`src/rtl/count_disp_pkg.sv`:
```
// Shared definitions for the BCD converter and multiplexed display scanner:
// converter states, digit-index codes and 7-segment patterns (g f e d c b a).
package count_disp_pkg;

  typedef enum logic [1:0] {
    IDLE  = 2'd0,
    SHIFT = 2'd1,
    DONE  = 2'd2
  } conv_state_e;

  localparam int BIN_W = 9;
  localparam int BCD_W = 12;
  localparam int SR_W  = BCD_W + BIN_W;

  localparam logic [1:0] DIG_ONES  = 2'd0;
  localparam logic [1:0] DIG_TENS  = 2'd1;
  localparam logic [1:0] DIG_HUNDS = 2'd2;

  localparam logic [6:0] SEG_0     = 7'b0111111;
  localparam logic [6:0] SEG_1     = 7'b0000110;
  localparam logic [6:0] SEG_2     = 7'b1011011;
  localparam logic [6:0] SEG_3     = 7'b1001111;
  localparam logic [6:0] SEG_4     = 7'b1100110;
  localparam logic [6:0] SEG_5     = 7'b1101101;
  localparam logic [6:0] SEG_6     = 7'b1111101;
  localparam logic [6:0] SEG_7     = 7'b0000111;
  localparam logic [6:0] SEG_8     = 7'b1111111;
  localparam logic [6:0] SEG_9     = 7'b1101111;
  localparam logic [6:0] SEG_BLANK = 7'b0000000;

  // Double-dabble correction: any nibble >= 5 gets +3 so the following
  // left shift carries correctly into the next decimal digit.
  function automatic logic [BCD_W-1:0] dabble_adjust(input logic [BCD_W-1:0] b);
    logic [BCD_W-1:0] r;
    r = b;
    for (int i = 0; i < BCD_W / 4; i++) begin
      if (b[i*4 +: 4] >= 4'd5) r[i*4 +: 4] = b[i*4 +: 4] + 4'd3;
    end
    return r;
  endfunction

endpackage

```
`src/rtl/seg7_decode.sv`:
```
// Combinational BCD nibble to active-high 7-segment decoder; codes 10..15 are dark.
module seg7_decode
  import count_disp_pkg::*;
(
  input  logic [3:0] nibble_i,
  output logic [6:0] seg_o
);

  always_comb begin
    seg_o = SEG_BLANK;
    case (nibble_i)
      4'd0:    seg_o = SEG_0;
      4'd1:    seg_o = SEG_1;
      4'd2:    seg_o = SEG_2;
      4'd3:    seg_o = SEG_3;
      4'd4:    seg_o = SEG_4;
      4'd5:    seg_o = SEG_5;
      4'd6:    seg_o = SEG_6;
      4'd7:    seg_o = SEG_7;
      4'd8:    seg_o = SEG_8;
      4'd9:    seg_o = SEG_9;
      default: seg_o = SEG_BLANK;
    endcase
  end

endmodule

```
`src/rtl/bcd_scan_display.sv`:
```
// 9-bit binary to 3-digit BCD converter (shift-add-3, 11 cycles per result)
// feeding an independent time-multiplexed 3-digit 7-segment scanner.
module bcd_scan_display
  import count_disp_pkg::*;
#(
  parameter int SCAN_DIV = 1000,
  parameter int BLANK_LZ = 1
) (
  input  logic        clk,
  input  logic        reset,
  input  logic [8:0]  bin,
  input  logic        bin_valid,
  output logic        busy,
  output logic [11:0] bcd,
  output logic        bcd_valid,
  output logic [6:0]  seg,
  output logic [2:0]  an
);

  localparam logic [15:0] SCAN_LAST = 16'(SCAN_DIV - 1);

  conv_state_e     state_q, state_d;
  logic [SR_W-1:0] sr_q, sr_d;
  logic [3:0]      cnt_q, cnt_d;
  logic [11:0]     bcd_q, bcd_d;
  logic            bcd_valid_q, bcd_valid_d;
  logic [15:0]     scan_q, scan_d;
  logic [1:0]      dig_q, dig_d;

  always_ff @(posedge clk) begin
    if (!reset) begin
      state_q     <= IDLE;
      sr_q        <= '0;
      cnt_q       <= '0;
      bcd_q       <= '0;
      bcd_valid_q <= 1'b0;
      scan_q      <= '0;
      dig_q       <= DIG_ONES;
    end else begin
      state_q     <= state_d;
      sr_q        <= sr_d;
      cnt_q       <= cnt_d;
      bcd_q       <= bcd_d;
      bcd_valid_q <= bcd_valid_d;
      scan_q      <= scan_d;
      dig_q       <= dig_d;
    end
  end

  // Converter: requests arriving outside IDLE are dropped, not queued.
  always_comb begin
    state_d     = state_q;
    sr_d        = sr_q;
    cnt_d       = cnt_q;
    bcd_d       = bcd_q;
    bcd_valid_d = 1'b0;
    case (state_q)
      IDLE: begin
        if (bin_valid) begin
          sr_d    = {{BCD_W{1'b0}}, bin};
          cnt_d   = 4'd0;
          state_d = SHIFT;
        end
      end
      SHIFT: begin
        sr_d  = {dabble_adjust(sr_q[SR_W-1:BIN_W]), sr_q[BIN_W-1:0]} << 1;
        cnt_d = cnt_q + 4'd1;
        if (cnt_q == 4'(BIN_W - 1)) state_d = DONE;
      end
      DONE: begin
        bcd_d       = sr_q[SR_W-1:BIN_W];
        bcd_valid_d = 1'b1;
        state_d     = IDLE;
      end
      default: state_d = IDLE;
    endcase
  end

  always_comb begin
    scan_d = scan_q + 16'd1;
    dig_d  = dig_q;
    if (scan_q == SCAN_LAST) begin
      scan_d = '0;
      dig_d  = (dig_q == DIG_HUNDS) ? DIG_ONES : dig_q + 2'd1;
    end
  end

  logic [3:0] nib;
  logic [6:0] dec_seg;
  logic       blank;

  // Only the latched bcd_q is ever shown, so the display never sees partial sums.
  always_comb begin
    nib   = bcd_q[3:0];
    blank = 1'b0;
    case (dig_q)
      DIG_TENS: begin
        nib   = bcd_q[7:4];
        blank = (BLANK_LZ != 0) && (bcd_q[11:4] == 8'd0);
      end
      DIG_HUNDS: begin
        nib   = bcd_q[11:8];
        blank = (BLANK_LZ != 0) && (bcd_q[11:8] == 4'd0);
      end
      default: begin
        nib   = bcd_q[3:0];
        blank = 1'b0;
      end
    endcase
  end

  seg7_decode u_seg7_decode (
    .nibble_i (nib),
    .seg_o    (dec_seg)
  );

  assign busy      = (state_q != IDLE);
  assign bcd       = bcd_q;
  assign bcd_valid = bcd_valid_q;
  assign an        = 3'b001 << dig_q;
  assign seg       = blank ? SEG_BLANK : dec_seg;

endmodule

```
`config.mk`:
```
export PLATFORM = sky130hd
export DESIGN_NAME = bcd_scan_display
export DESIGN_NICKNAME = d
export VERILOG_FILES = /design/src/rtl/count_disp_pkg.sv /design/src/rtl/seg7_decode.sv /design/src/rtl/bcd_scan_display.sv
export SDC_FILE = /design/constraint.sdc
export NUM_CORES = 1
export LEC_CHECK = 0
export CAP_MARGIN = 20
export CORE_MARGIN = 10
export CORE_UTILIZATION = 50
export CTS_CLUSTER_SIZE = 14
export DETAILED_ROUTE_END_ITERATION = 12
export GPL_ROUTABILITY_DRIVEN = 0
export PLACE_DENSITY = 0.87
export SETUP_SLACK_MARGIN = 0.5
export SYNTH_ARGS = -nofsm -noshare
export SYNTH_HDL_FRONTEND = slang
export SYNTH_SLANG_ARGS = --single-unit
```
`constraint.sdc`:
```
create_clock -name clk -period 2.7 [get_ports clk]
set_clock_uncertainty 0.15 [all_clocks]
set_input_delay 0.675 -clock clk [delete_from_list [all_inputs] [get_ports clk]]
set_output_delay 0.675 -clock clk [all_outputs]
set_load 0.02 [all_outputs]
```
* Word level (Yosys, flattened, before mapping)
Memory sizes are Yosys's and may differ from the RTL's.
Index checks and enable logic that the tools add are counted.
** Operators by class
- Add/subtract/negate cells :: 6
- Magnitude comparators :: 3
- Equal/unequal tests :: 8
- Shift-type cells :: 1
- Mux-type cells :: 15
- Bitwise gates (word level) :: 1
- Reductions and logical operators :: 8
** Operator list (number)
- 21-bit case mux with 2 select lines :: 1
- 21-bit two-way mux :: 1
- 16-bit by 1-bit adder with 16-bit output, second input constant :: 1
- 16-bit by 10-bit equality test with 1-bit output, second input constant :: 1
- 4-bit case mux with 2 select lines :: 2
- 4-bit by 3-bit >= comparator with 1-bit output, second input constant :: 3
- 4-bit two-way mux :: 3
- 4-bit by 2-bit adder with 4-bit output, second input constant :: 2
- 8-bit logical NOT :: 1
- 7-bit two-way mux :: 1
- 2-bit two-way mux :: 3
- 4-bit by 1-bit adder with 4-bit output, second input constant :: 1
- 2-bit by 1-bit equality test with 1-bit output, second input constant :: 2
- 2-bit equality test, second input constant :: 2
- 4-bit equality test, second input constant :: 1
- 4-bit logical NOT :: 1
- 2-bit inequality test, second input constant :: 2
- 2-bit case mux with 2 select lines :: 1
- 2-bit AND reduction :: 2
- 2-bit nonzero test :: 2
- 3-bit by 2-bit adder with 3-bit output, second input constant :: 1
- 3-bit two-way mux :: 1
- 1-bit by 2-bit left shift with 3-bit output, first input constant :: 1
- 2-bit by 1-bit adder with 2-bit output, second input constant :: 1
- other kinds (5) :: 5
** Storage, ports and cells
- Flip-flop bits (word level) :: 58
- ROM bits :: 112
- Input port bits :: 12
- Output and inout port bits :: 24
- Word-level logic and storage cells :: 50
- Memories :: 1
** Memory list
- (no name shown) :: words 16, width 7, read ports 1, clocked after memory_dff 0, wr ports 0, line seg7_decode.sv:11 : case (nibble_i)

* Longest topological paths before layout
An unclocked memory read counts as a cell.
- Depth in word-level cells :: 4
- Gate-level depth with buffers :: 9
- Gate-level depth less buffers :: 9

* Modules after synthesis
Synthesis repeated with hierarchy kept, for this count alone.
** Second synthesis, totals
- Cells, all modules :: 373
- Area, all modules :: 3057.9 µm²
** Modules (own cells, without submodules)
- bcd_scan_display :: times used 1, cells each 345, area an instance 2839.0 µm²
- seg7_decode :: times used 1, cells each 28, area an instance 219.0 µm²

* Least setup slack after synthesis
OpenSTA, ideal clock, no wires.
- Path kind :: register -> output
- Start point :: register dig_q[0]
- End point :: output port seg[3]
- Data arrival time :: 2.325 ns
- Setup slack :: -0.450 ns
- Stages on the path, launching flop included :: 9
- Path buffers :: 1
- Cells stage by stage :: dfxtp_1 > inv_1 > ha_1 > buf_2 > mux2i_1 > inv_1 > ha_1 > mux2_2 > a21oi_1
** Between the ends
- Cells in the longest elaborated chain, start to end :: 4
** RTL lines
- start, declared :: line bcd_scan_display.sv:28 : logic [1:0] dig_q, dig_d;
- start signal, assigned :: line bcd_scan_display.sv:46 : dig_q <= dig_d;
- 2-bit equality test / 2-bit by 1-bit equality test with 1-bit output (equally long branches) :: line bcd_scan_display.sv:96 : case (dig_q)
- 4-bit case mux with 2 select lines :: line bcd_scan_display.sv:96
- memory 16 x 7 bit
- 7-bit two-way mux * :: line bcd_scan_display.sv:121 : assign seg = blank ? SEG_BLANK : dec_seg;
- end, declared :: line bcd_scan_display.sv:16 : output logic [6:0] seg,
Mark *: on every way between the ends. The rest lies on a longest branch, timed or not.

* Final worst setup path
- Start point :: register dig_q[0]
- End point :: output port seg[6]
The elaborated chain is that of the path after synthesis.

==> implementation parameters <==
Parameter                              Value

Run status
  Status ... finished, violations left
  Violated checks ... negative setup slack

STA
  Least-Margin Pin Slew ... 0.612 ns
  Worst Slack Setup Final ... -0.395 ns
  Max-slew violation total from the final report ... 0
  Maximum operating frequency ... 323 MHz
  Final clock period utilization by the worst path ... 1.15
  Slew headroom ... 0.591
  Final count of hold timing violations ... 0
  Minimum clock period after layout ... 3.09 ns
  Final setup violation count ... 7
  Unrepaired setup endpoints after global routing ... true

Run
  Max capacitance violation total ... 0

Synth
  Largest area contributor in the netlist ... sky130_fd_sc_hd__dfxtp_1
  Top cells by area in the synthesized netlist ... sky130_fd_sc_hd__dfxtp_1 (41%), sky130_fd_sc_hd__ha_1 (7.9%), sky130_fd_sc_hd__nor2_1 (6.8%)
  Synth unique cells ... 39
  Flip-flop cell with the highest count after synthesis ... sky130_fd_sc_hd__dfxtp_1
  Seq/Total Area, Yosys ... 0.405
  Most instantiated library cell after synthesis ... sky130_fd_sc_hd__dfxtp_1
  Cell Area, Synth ... 0.00287 mm²
  Synthesis Warnings ... 0
  EDFF count, synth ... 0
  Synth top area share ... 0.405
  Most used standard cells in the synthesized netlist ... sky130_fd_sc_hd__dfxtp_1 (58), sky130_fd_sc_hd__nor2_1 (52), sky130_fd_sc_hd__nand2_1 (38)
  #FFs+latches synth ... 58
  Cell count after synthesis ... 339
  Synth async-reset ratio ... 0
  Post-Synthesis Mean Instance Area ... 8.45 µm²
  Nets in the synthesized netlist ... 369

Worst setup path
  Worst endpoint data arrival time ... 2.27 ns
  Peak fanout along the critical path ... 4
  Critical register-to-register path endpoint ... sr_q[11]
  Minimum setup slack among reg-to-reg paths ... 0.77 ns
  Path type of the worst setup path ... reg -> out
  Cells on worst reg2reg path ... 7
  Critical R2R Launch ... sr_q[10]
  Worst path required time ... 1.88 ns
  Beginning of the critical path ... dig_q[0]
  CP Capture Type ... output pin
  Startpoint kind of the worst setup timing path ... flip-flop

Global route
  Total congestion overflow after global routing ... 0
  Number of global-route vias before repair ... 2686
  Wire length of the first global-routing pass ... 12300 µm
  Number of antenna violations at the first check in global routing ... 0
  Largest net degree at the start of global routing ... 31
  Global router's overall resource usage ... 0.168

Layout
  Share of cells above drive strength 1 ... 0.250
  Finished layout cell area ... 0.00396 mm²
  Final Core Density ... 0.714
  Ant diodes ... 0
  Layout overhead on the synthesized area ... 38.0%
  Number of nets in the layout ... 441

Floorplan
  Y dimension of the die ... 95.7 µm
  Die Area ... 0.00916 mm²
  Area of the core ... 0.00554 mm²
  Initial standard-cell utilization of the core ... 0.517
  I/O pin cnt ... 36
  Number of placement rows ... 27
  X dimension of the die ... 95.7 µm

Clock tree
  Worst-path clk slew ... 0.06 ns
  Worst-Skew Late Latency ... 0.35 ns
  Number of buffers inserted during clock tree synthesis ... 9
  Number of clock sinks seen by CTS ... 58
  Buffer depth of the longest clock path ... 2
  Quantity of hold-fixing buffers added after cts ... 0
  CTS tree ... yes
  H-tree depth reported by CTS ... 3
  Clock Root Buffer ... sky130_fd_sc_hd__clkbuf_8

Drt
  Vias per std cell ... 5.49
  Drc violations ... 0
  Average detailed-routed wire length per instance ... 15.6 µm
  Starting DRC count in detailed routing ... 264
  Detailed Routing Iterations Pass 1 ... 7
  Number of vias in the routed layout ... 2678
  Wirelength, routed ... 7600 µm
  Detail Route Antenna Nets ... 0

Worst hold path
  Hold/Removal Path Class ... reg -> reg
  Sink of the worst hold path ... scan_q[0]
  Worst hold start ... scan_q[0]
  Cell depth of the worst min-delay path ... 1

Placed design
  Estimated wirelength of the detail-placed design ... 5260 µm
  Area after DPL ... 0.00361 mm²
  Number of buffer cells added on primary ports ... 35

Power and ir drop
  Total power per unit cell area ... 481 mW/mm²
  Power Total ... 1.90 mW
  Leakage power summed over all cells ... 1.64 nW
  Worst IR drop on VDD ... 0.000488 V
where the power goes:
group / internal [mW] / total [mW] / switching [mW]
clock network: 0.541 / 0.888 / 0.347
logic: 0.0506 / 0.123 / 0.0719
registers: 0.877 / 0.893 / 0.0155
cell usage in the layout, fill, tap and decap left out, types with 3 or more instances in the layout:
master | netlist | final
sky130_fd_sc_hd__nor2_1 | 52 | 48
sky130_fd_sc_hd__clkdlybuf4s50_1 | 0 | 12
sky130_fd_sc_hd__inv_1 | 19 | 15
sky130_fd_sc_hd__a21oi_2 | 0 | 3
sky130_fd_sc_hd__a21oi_4 | 0 | 3
sky130_fd_sc_hd__o21ai_0 | 16 | 15
sky130_fd_sc_hd__and3_1 | 3 | 3
sky130_fd_sc_hd__nand2_1 | 38 | 38
sky130_fd_sc_hd__nand3_1 | 10 | 10
sky130_fd_sc_hd__mux2_2 | 5 | 3
sky130_fd_sc_hd__mux2i_1 | 5 | 3
sky130_fd_sc_hd__nor3_1 | 7 | 7
sky130_fd_sc_hd__ha_1 | 18 | 11
sky130_fd_sc_hd__dlygate4sd2_1 | 0 | 14
sky130_fd_sc_hd__a22o_1 | 7 | 7
sky130_fd_sc_hd__nor4_1 | 3 | 3
sky130_fd_sc_hd__nand2b_1 | 3 | 3
sky130_fd_sc_hd__xnor2_1 | 6 | 6
sky130_fd_sc_hd__dfxtp_1 | 58 | 55
sky130_fd_sc_hd__buf_6 | 0 | 9
sky130_fd_sc_hd__mux2i_4 | 2 | 4
sky130_fd_sc_hd__a222oi_1 | 3 | 3
sky130_fd_sc_hd__buf_4 | 0 | 34
sky130_fd_sc_hd__ha_4 | 0 | 5
sky130_fd_sc_hd__a21oi_1 | 32 | 26
sky130_fd_sc_hd__xor2_1 | 14 | 14
sky130_fd_sc_hd__inv_2 | 0 | 3
sky130_fd_sc_hd__a22oi_1 | 7 | 7
sky130_fd_sc_hd__clkbuf_8 | 0 | 10
stage by stage:
| step | cells | setup WS [ns] | TNS [ns] | hold slack, ns |
|---|---|---|---|---|
| after global routing | 488 | -0.462 | -2.91 | 0.336 |
| final | 488 | -0.395 | -2.35 | 0.304 |
| after detailed placement | 467 | -0.563 | -3.43 | 0.301 |
| after floorplan | 339 | 0.000495 | 0 | 0.267 |
| after global placement | 467 | -0.459 | -2.96 | 0.280 |
| after CTS | 487 | -0.377 | -2.34 | 0.316 |
sequential cells by signal, summed over array words and instances (netlist names):
name       count
sr_q          21
cnt_q          4
state_q        2
bcd           12
dig_q          2
bcd_valid      1
scan_q        16
cell families (layout without fill, tap and decap cells):
family                   Yosys count  count (layout)  synth area share
XOR/XNOR                          20              20            0.0611
adder cells (fa/ha/maj)           18              18            0.0786
multiplexers                      12              12            0.0528
buffers and inverters             32             109            0.0485
AO/OA/AOI/OAI                     73              73             0.157
AND/OR/NAND/NOR                  126             126             0.197
flip-flops                        58              58             0.405
metal layers:
layer | vias up | track usage | routed length (µm) | share of wire
met5 | - | 0 | 0 | 0
met4 | 0 | 0.106 | 284 | 0.037
met3 | 33 | 0.0444 | 469 | 0.062
met2 | 108 | 0.296 | 3930 | 0.52
met1 | 1231 | 0.175 | 2920 | 0.38
li1 | 1306 | - | - | -
what timing repair did:
action,4_1_cts,5_1_grt
pin swaps,8,5
buffers inserted,4,1
resized for setup,79,8
endpoints found under the setup margin,23,9
critical path, cell delays in order, from the launching register on:
cell	delay, ns
sky130_fd_sc_hd__dfxtp_4	0.37
sky130_fd_sc_hd__inv_4	0.05
sky130_fd_sc_hd__ha_4	0.33
sky130_fd_sc_hd__mux2i_4	0.34
sky130_fd_sc_hd__inv_2	0.10
sky130_fd_sc_hd__buf_6	0.14
sky130_fd_sc_hd__ha_4	0.16
sky130_fd_sc_hd__nor2_4	0.10
sky130_fd_sc_hd__a22oi_1	0.10
sky130_fd_sc_hd__nor2_2	0.10
sky130_fd_sc_hd__buf_6	0.12
how the worst max path moves through the flow:
stage          slack (ns)  depth (start not counted)     end
6_report            -0.39                         10  seg[6]
5_1_grt             -0.46                          8  seg[3]
4_1_cts             -0.38                         10  seg[5]
3_5_place_dp        -0.56                         11  seg[5]
3_3_place_gp        -0.46                          9  seg[0]
2_1_floorplan      0.0005                          8  seg[3]
area by class of cell:
cell class,instances,area [µm²]
clock buffers,11,141
well taps,72,90.1
repair buffers,73,652
fillers,423,1590
flip-flops and latches,58,1170
multi-input cells,249,1750
clock inverters,5,77.6
inverters,20,77.6
No activity file was read; power rests on OpenSTA's default activity.
